[config.mk]
export PLATFORM = sky130hd
export DESIGN_NAME = nibble_serial_comparator
export DESIGN_NICKNAME = d
export VERILOG_FILES = /design/src/rtl/nibble_serial_comparator.sv
export SDC_FILE = /design/constraint.sdc
export NUM_CORES = 1
export LEC_CHECK = 0
export BUFFER_PORTS_ARGS = -buffer_cell sky130_fd_sc_hd__buf_2
export CAP_MARGIN = 10
export CORE_ASPECT_RATIO = 1.2
export CORE_MARGIN = 4
export CORE_UTILIZATION = 51
export CTS_CLUSTER_DIAMETER = 150
export DETAILED_ROUTE_END_ITERATION = 16
export MAX_ROUTING_LAYER = met4
export PLACE_DENSITY_LB_ADDON = 0.15
export SLEW_MARGIN = 20
export SYNTH_ARGS = -nofsm -noshare
export SYNTH_HDL_FRONTEND = slang
export SYNTH_SLANG_ARGS = --single-unit
[constraint.sdc]
create_clock -name clk -period 2.3 [get_ports clk]
set_input_delay 0.115 -clock clk [delete_from_list [all_inputs] [get_ports clk]]
set_output_delay 0.115 -clock clk [all_outputs]
set_load 0.01 [all_outputs]
[src/rtl/nibble_serial_comparator.sv]
// Serial N x 4-bit magnitude compare, MSB nibble first, with early exit.
// Drives an external 4-bit comparator and consumes its flags the same cycle.
module nibble_serial_comparator #(
   parameter int NIBBLES = 4
) (
   input  logic                   clk,
   input  logic                   rst,
   input  logic                   start,
   input  logic [4*NIBBLES-1:0]   a_in,
   input  logic [4*NIBBLES-1:0]   b_in,
   output logic                   busy,
   output logic                   done,
   output logic                   gt,
   output logic                   lt,
   output logic                   eq,
   output logic                   err,
   output logic [3:0]             cmp_a,
   output logic [3:0]             cmp_b,
   input  logic                   cmp_gt,
   input  logic                   cmp_lt,
   input  logic                   cmp_eq
);

   localparam int IW = $clog2(NIBBLES);

   typedef enum logic [1:0] {
      IDLE = 2'd0,
      SCAN = 2'd1,
      DONE = 2'd2
   } state_t;

   state_t               state;
   state_t               state_nx;
   logic [4*NIBBLES-1:0] a_reg;
   logic [4*NIBBLES-1:0] b_reg;
   logic [IW-1:0]        idx;

   logic f_gt;
   logic f_lt;
   logic f_eq;
   logic last;

   // A flag set is legal only when exactly one flag is raised.
   always_comb begin
      f_gt = ({cmp_gt, cmp_lt, cmp_eq} == 3'b100);
      f_lt = ({cmp_gt, cmp_lt, cmp_eq} == 3'b010);
      f_eq = ({cmp_gt, cmp_lt, cmp_eq} == 3'b001);
      last = (idx == '0);
   end

   always_ff @(posedge clk) begin
      if (rst) begin
         state <= IDLE;
         a_reg <= '0;
         b_reg <= '0;
         idx   <= '0;
         gt    <= 1'b0;
         lt    <= 1'b0;
         eq    <= 1'b0;
         err   <= 1'b0;
      end else begin
         state <= state_nx;
         unique case (state)
            IDLE: begin
               if (start) begin
                  a_reg <= a_in;
                  b_reg <= b_in;
                  idx   <= IW'(NIBBLES - 1);
                  gt    <= 1'b0;
                  lt    <= 1'b0;
                  eq    <= 1'b0;
                  err   <= 1'b0;
               end
            end
            SCAN: begin
               if (f_gt) begin
                  gt <= 1'b1;
               end else if (f_lt) begin
                  lt <= 1'b1;
               end else if (f_eq) begin
                  if (last) begin
                     eq <= 1'b1;
                  end else begin
                     idx <= idx - 1'b1;
                  end
               end else begin
                  err <= 1'b1;
               end
            end
            default: begin
            end
         endcase
      end
   end

   always_comb begin
      state_nx = state;
      unique case (state)
         IDLE: begin
            if (start) begin
               state_nx = SCAN;
            end
         end
         SCAN: begin
            if (!(f_eq && !last)) begin
               state_nx = DONE;
            end
         end
         DONE: begin
            state_nx = IDLE;
         end
         default: begin
            state_nx = IDLE;
         end
      endcase
   end

   // Nibble pair comes only from captured operands, never from a_in/b_in.
   always_comb begin
      busy  = 1'b0;
      done  = 1'b0;
      cmp_a = 4'h0;
      cmp_b = 4'h0;
      unique case (state)
         SCAN: begin
            busy  = 1'b1;
            cmp_a = a_reg[{idx, 2'b00} +: 4];
            cmp_b = b_reg[{idx, 2'b00} +: 4];
         end
         DONE: begin
            busy = 1'b1;
            done = 1'b1;
         end
         default: begin
         end
      endcase
   end

endmodule

==> results of run 1 <==
## through the flow
step	hold WS, ns	area, sq um	setup WS [ns]	power, W
finish	0.0507	2230	0.528	0.00162
global route	0.0481	2230	0.354	0.00173
CTS	0.0417	2230	0.506	0.00165
detailed placement	0.360	2140	0.594	0.00117
global placement	0.357	2140	0.623	0.00116
floorplan	0.251	1870	0.592	0.00106
## layout make-up
cell class / instances / area share, %
tap: 37 / 2.08
timing repair buffer: 55 / 12.8
clock buffer: 6 / 3.70
sequential: 40 / 35.9
inverter: 6 / 1.01
clock inverter: 2 / 0.449
multi-input combinational: 162 / 44.1
## cell families after synthesis
kind of cell    after synthesis
simple gates                 97
compound gates               46
mux                          14
fa+ha+maj                     5
flops                        40
buf+inv                      22
## metal layers
layer | vias up | GRT usage (%)
met1 | 727 | 21.6
met3 | 5 | 5.59
met5 | - | -
met2 | 46 | 34.0
met4 | 0 | 6.47
li1 | 843 | -
## path summary, 6_finish.rpt
check / startpoint / to / depth (start not counted)
min: b_in[3] / b_reg[3] / 3
max: idx[0] / cmp_a[2] / 4
min reg2reg: a_reg[6] / a_reg[6] / 2
max reg2reg: state[1] / gt / 6
## worst max-delay path, stage by stage (launching register included)
cell and delay [ns]:
dfxtp_1 0.34, buf_4 0.22, mux4_2 0.50, and2_1 0.17
buf_2 0.13
## cells in the final DEF, fill, tap and decap left out, types with 5 or more instances in the layout
master / n
buf_2: 51
nor3_1: 6
inv_1: 6
a21oi_1: 37
nor2_1: 8
mux2i_1: 5
clkbuf_8: 6
and2_1: 10
mux4_2: 8
dfxtp_1: 40
ha_1: 5
nand2_1: 66
## power groups by stage
stage,sequential [W],combinational (W),clock (W)
after floorplan,0.000790,0.000272,0
after global placement,0.000793,0.000369,0
after detailed placement,0.000796,0.000373,0
after CTS,0.000780,0.000375,0.000492
after global routing,0.000788,0.000422,0.000520
final,0.000780,0.000368,0.000475
==> results.yml, run 1 <==
setup_path:
  worstSetupPathType: "flop to output pin"
  crit_required_ns: 2.18
  r2r_slack_ns: 0.62
  cp-end-kind: "output pin"
  cp.arrival_ns: 1.66
  crit_fanout: 10
  start_kind: "flop"
cts:
  cts.sink_count: 40
  htree_levels: 2
  cts_made_buffers: 5
  cts_tree: "built"
  clk_latency_ns: 0.29
  clkTransAtPathRegs_ns: 0.07
  clock_path_buffers: 2
  cts_hold_buf: 0
  clock-root-buffer: "clkbuf_8"
  cts_resized: 0
  post_cts_buffers: 0
detailed_routing:
  drc: 0
  ant_nets: 0
  dr_wl_met3_microns: 228
  dr_total_vias: 1621
  wl_met2_microns: 1990
  drtIter0Drc: 74
  wire_per_inst_microns: 12.7
  vias_per_cell: 5.26
  dr.max_layer_used: "met4"
  met1_length_microns: 1650
  first_pass_iters: 4
  wirelength_microns: 3920
run:
  maxCapViolCount: 0
synth:
  synthTopCellsByArea: "dfxtp_1 43%, nand2_1 13%, a21oi_1 9.9%, mux4_2 9.6%, and2_1 3.3%"
  synth_flop_cell: "dfxtp_1"
  syn_nets: 267
  synth_common_cells: "66 x nand2_1, 40 x dfxtp_1, 37 x a21oi_1"
  synth_top_family_by_area: "simple AND/OR/NAND/NOR gates"
  synthArstFlopShare_pct: 0
  ys_types: 28
  synth-seq-area-share_pct: 42.7
  avgSynthCellArea_sq_um: 8.37
  synthXorXnorAreaFrac_pct: 0
  synth_mux_area_share_pct: 12.9
  synthSimpleGateAreaFrac_pct: 22.5
  syn-cell-area_sq_um: 1870
  yosysTopAreaCellShare_pct: 42.7
  ys_warn_count: 0
  syn_inst: 224
  ys_seq_elements: 40
  synth_compound_area_share_pct: 13.7
  synth-edff-count: 0
  yosys.area_share.adder_pct: 3.34
  yosysTopAreaCell: "dfxtp_1"
  synth_most_common_cell: "nand2_1"
finish:
  syn2layout_area_growth_pct: 19.0
  multi_input_area_sq_um: 982
  final_cells: 308
  fin_nets: 313
  fin_util_pct: 64.6
  ff_latch_area_sq_um: 801
  antenna_cells: 0
  drive_gt1_share_pct: 27.3
  fillCellCount: 319
power_and_ir_drop:
  p_leak_nw: 0.970
  power_frac_comb_pct: 22.7
  peakVddDrop_mv: 0.566
  swShare_pct: 28.7
  power_density_nw_per_um2: 728
  seq_power_share_pct: 48.0
  p_switching_w: 0.000466
  internal_power_w: 0.00116
  p_clk_share_pct: 29.3
sta:
  setup_violations: 0
  worst_pin_slew_ns: 0.729
  rsz0062_at_grt: "false"
  slew_headroom_pct: 51.4
  fin_crit_ns: 1.77
  finalMaxSlewViolations: 0
  hold_violations: 0
  skew_ns: 0.00474
  fin_tns_setup_ns: 0
  max_freq_mhz: 564
  fin_crit_sh_pct: 77.0
floorplan:
  core_area_sq_um: 3450
  rows: 23
  die_y_microns: 74.4
  die_w_microns: 63.3
  die_area_sq_um: 4710
  ioPinCount: 52
  start_util_pct: 54.3
run_status:
  status: "completed"
placed_design:
  place_congestion: 0.779
  numPortBuffers: 51
  place_hpwl_microns: 2730
  dp_cells: 300
global_routing:
  grt_usage_pct: 19.5
  grt_pass1_vias: 1558
  grt_max_degree: 42
  antenna_found_initial: 0
  grt-ovfl-total: 0
  grt_pass1_wl_microns: 6820
worst_hold_path:
  hp-class: "input pin to flop"
Note: power is estimated with default switching activity, not from simulation.
==> inputs of run 2 (changes only) <==
--- a/config.mk
+++ b/config.mk
@@ -5,11 +5,12 @@
 export SDC_FILE = /design/constraint.sdc
 export NUM_CORES = 1
 export LEC_CHECK = 0
+export ABC_AREA = 1
 export BUFFER_PORTS_ARGS = -buffer_cell sky130_fd_sc_hd__buf_2
 export CAP_MARGIN = 10
 export CORE_ASPECT_RATIO = 1.2
 export CORE_MARGIN = 4
-export CORE_UTILIZATION = 51
+export CORE_UTILIZATION = 47
 export CTS_CLUSTER_DIAMETER = 150
 export DETAILED_ROUTE_END_ITERATION = 16
 export MAX_ROUTING_LAYER = met4
==> constraint.sdc (replaced) <==
create_clock -name clk -period 1.5 [get_ports clk]
set_input_delay 0.075 -clock clk [delete_from_list [all_inputs] [get_ports clk]]
set_output_delay 0.075 -clock clk [all_outputs]
set_load 0.01 [all_outputs]
==> run 2 against run 1 <==
  * Critical path depth is 1 higher
  * Core utilization fell by 4.8 points
  * Synthesized area increased by 3.7%
  * Sequential share of layout area fell by 2.1 points
  * Count of clock-buffer cells in the layout is 1 higher
  * Combinational power rose by 95%
  * Flip-flop and latch count stayed put
  * Clock skew shrank 0.00055 ns
  * Sequential power up 60%
  * Critical path type unchanged
==> results.yml, run 2 <==
synth:
  avgSynthCellArea_sq_um: 6.77
  synth-seq-area-share_pct: 41.2
  synthArstFlopShare_pct: 0
  syn_inst: 287
  synth-edff-count: 0
  yosysTopAreaCellShare_pct: 41.2
  synth_common_cells: "110 x nor2_1, 40 x dfxtp_1, 29 x o21ai_0"
  ys_seq_elements: 40
  ys_warn_count: 0
  yosysTopAreaCell: "dfxtp_1"
  syn-cell-area_sq_um: 1940
  synth_most_common_cell: "nor2_1"
  syn_nets: 330
  synthTopCellsByArea: "dfxtp_1 41%, nor2_1 21%, o21ai_0 7.5%, o21ai_1 6.2%, nand2_1 3.7%"
  ys_types: 23
  synth_flop_cell: "dfxtp_1"
power_and_ir_drop:
  peakVddDrop_mv: 0.720
  power_density_nw_per_um2: 1120
  p_leak_nw: 1.11
  finalPower_w: 0.00267
finish:
  final_common_cell: "nor2_1"
  antenna_cells: 0
  fin_util_pct: 59.7
  fin_nets: 384
  final_cell_mix: "110 x nor2_1, 51 x buf_2, 38 x dfxtp_1"
  drive_gt1_share_pct: 25.7
  syn2layout_area_growth_pct: 22.0
sta:
  fin_crit_sh_pct: 99.8
  finalMaxSlewViolations: 0
  max_freq_mhz: 668
  skew_ns: 0.00420
  rsz0062_at_grt: "true"
  setup_violations: 0
  fin_crit_ns: 1.50
  hold_violations: 0
  worst_pin_slew_ns: 0.368
  slew_headroom_pct: 75.4
placed_design:
  place_hpwl_microns: 3330
  numPortBuffers: 51
  place_congestion: 0.819
setup_path:
  path_cells: "inv_1 > ha_2 > inv_2 > a21oi_1 > buf_2"
  start_kind: "flop"
  crit_required_ns: 1.42
  crit_fanout: 9
  worstSetupPathType: "flop to output pin"
  cp.arrival_ns: 1.42
  critPathMaxStageDelay_ns: 0.32
  cp_slowest_cell: "dfxtp_1"
  cp-end-kind: "output pin"
global_routing:
  grt_max_degree: 34
  grt-ovfl-total: 0
  antenna_found_initial: 0
  grt_pass1_vias: 1809
  grt_pass1_wl_microns: 7520
  grt_usage_pct: 18.6
detailed_routing:
  drtIter0Drc: 86
  dr_total_vias: 1921
  wire_per_inst_microns: 11.5
  ant_nets: 0
  drc: 0
  wirelength_microns: 4540
  first_pass_iters: 4
  vias_per_cell: 4.85
cts:
  cts_tree: "built"
  clk_latency_ns: 0.28
  htree_levels: 2
  post_cts_buffers: 0
  clock_path_buffers: 2
  cts_made_buffers: 5
  clkTransAtPathRegs_ns: 0.08
  cts.sink_count: 40
  clock-root-buffer: "clkbuf_8"
floorplan:
  core_area_sq_um: 3970
  die_w_microns: 66.7
  die_area_sq_um: 5230
  rows: 25
  start_util_pct: 48.9
  die_y_microns: 78.5
  ioPinCount: 52
run:
  maxCapViolCount: 0
run_status:
  status: "completed"
worst_hold_path:
  hp-class: "input pin to flop"
[run 2: cell count changes after synthesis, moves of 8 or more]
cell     delta
nor2_1    +102
a21oi_1    -23
inv_2       +8
nand2_1    -47
and2_1     -10
mux4_2      -8
o21ai_1    +24
o21ai_0    +28
[run 2: area by class of cell]
class	count	area [sq um]
fill	417	1600
clock inverter	1	8.76
clock buffer	7	76.3
inverter	16	62.6
timing repair buffer	61	337
multi-input combinational	217	1020
tap	54	67.6
sequential	40	803
[run 2: timing repair]
action | in CTS | in global routing
hold endpoints to repair | 2 | 0
pin swaps | 0 | 3
endpoints found under the setup margin | 3 | 46
hold buffers | 1 | 0
resized for setup | 1 | 9
[run 2: final timing paths]
path,startpoint,end,slack [ns],depth (start not counted)
hold reg to reg,gt,gt,0.47,2
hold / removal,a_in[12],a_reg[12],0.02,3
setup / recovery,state[1],cmp_b[1],0.003,5
setup reg to reg,state[1],idx[0],0.06,9
[run 2: critical path, delay by kind of cell (launching register included)]
kind,cells,cell delay [ns]
adders and majority gates,1,0.24
DFF,1,0.32
buffers and inverters,3,0.40
AOI/OAI and AO/OA,1,0.18
[run 2: kinds of logic (layout without fill, tap and decap cells)]
kind of cell	Yosys count	after routing	share of synthesized area (%)
and+or+nand+nor	144	144	30.9
AOI/OAI and AO/OA	68	68	17.6
DFF	40	40	41.2
buffers and inverters	30	85	7.08
adders and majority gates	5	5	3.22
[run 2: stage by stage]
| stage | hold WS (ns) | instance area, sq um | TNS [ns] | instances | setup slack [ns] |
|---|---|---|---|---|---|
| 6_report | 0.0216 | 2370 | 0 | 396 | 0.00299 |
| 5_1_grt | 0.0213 | 2370 | -0.539 | 396 | -0.0808 |
| 4_1_cts | 0.0163 | 2350 | -0.0138 | 396 | -0.00859 |
| 3_5_place_dp | 0.292 | 2260 | 0 | 387 | 0.0106 |
| 3_3_place_gp | 0.289 | 2260 | 0 | 387 | 0.0606 |
| 2_1_floorplan | 0.144 | 1940 | 0 | 287 | 0.0642 |
[run 2: per-layer routing]
metal	up-vias	wire length [microns]	GRT usage (%)
met5	-	0	-
met4	0	41	4.27
met3	4	211	3.15
met2	41	2290	33.5
met1	849	1990	21.1
li1	1027	-	-
[run 2: power breakdown]
group	switching (W)	total, W	internal, W	leakage, nW
registers	0.0000619	0.00125	0.00118	0.332
clock network	0.000372	0.000705	0.000333	0.0424
logic	0.000431	0.000718	0.000287	0.739
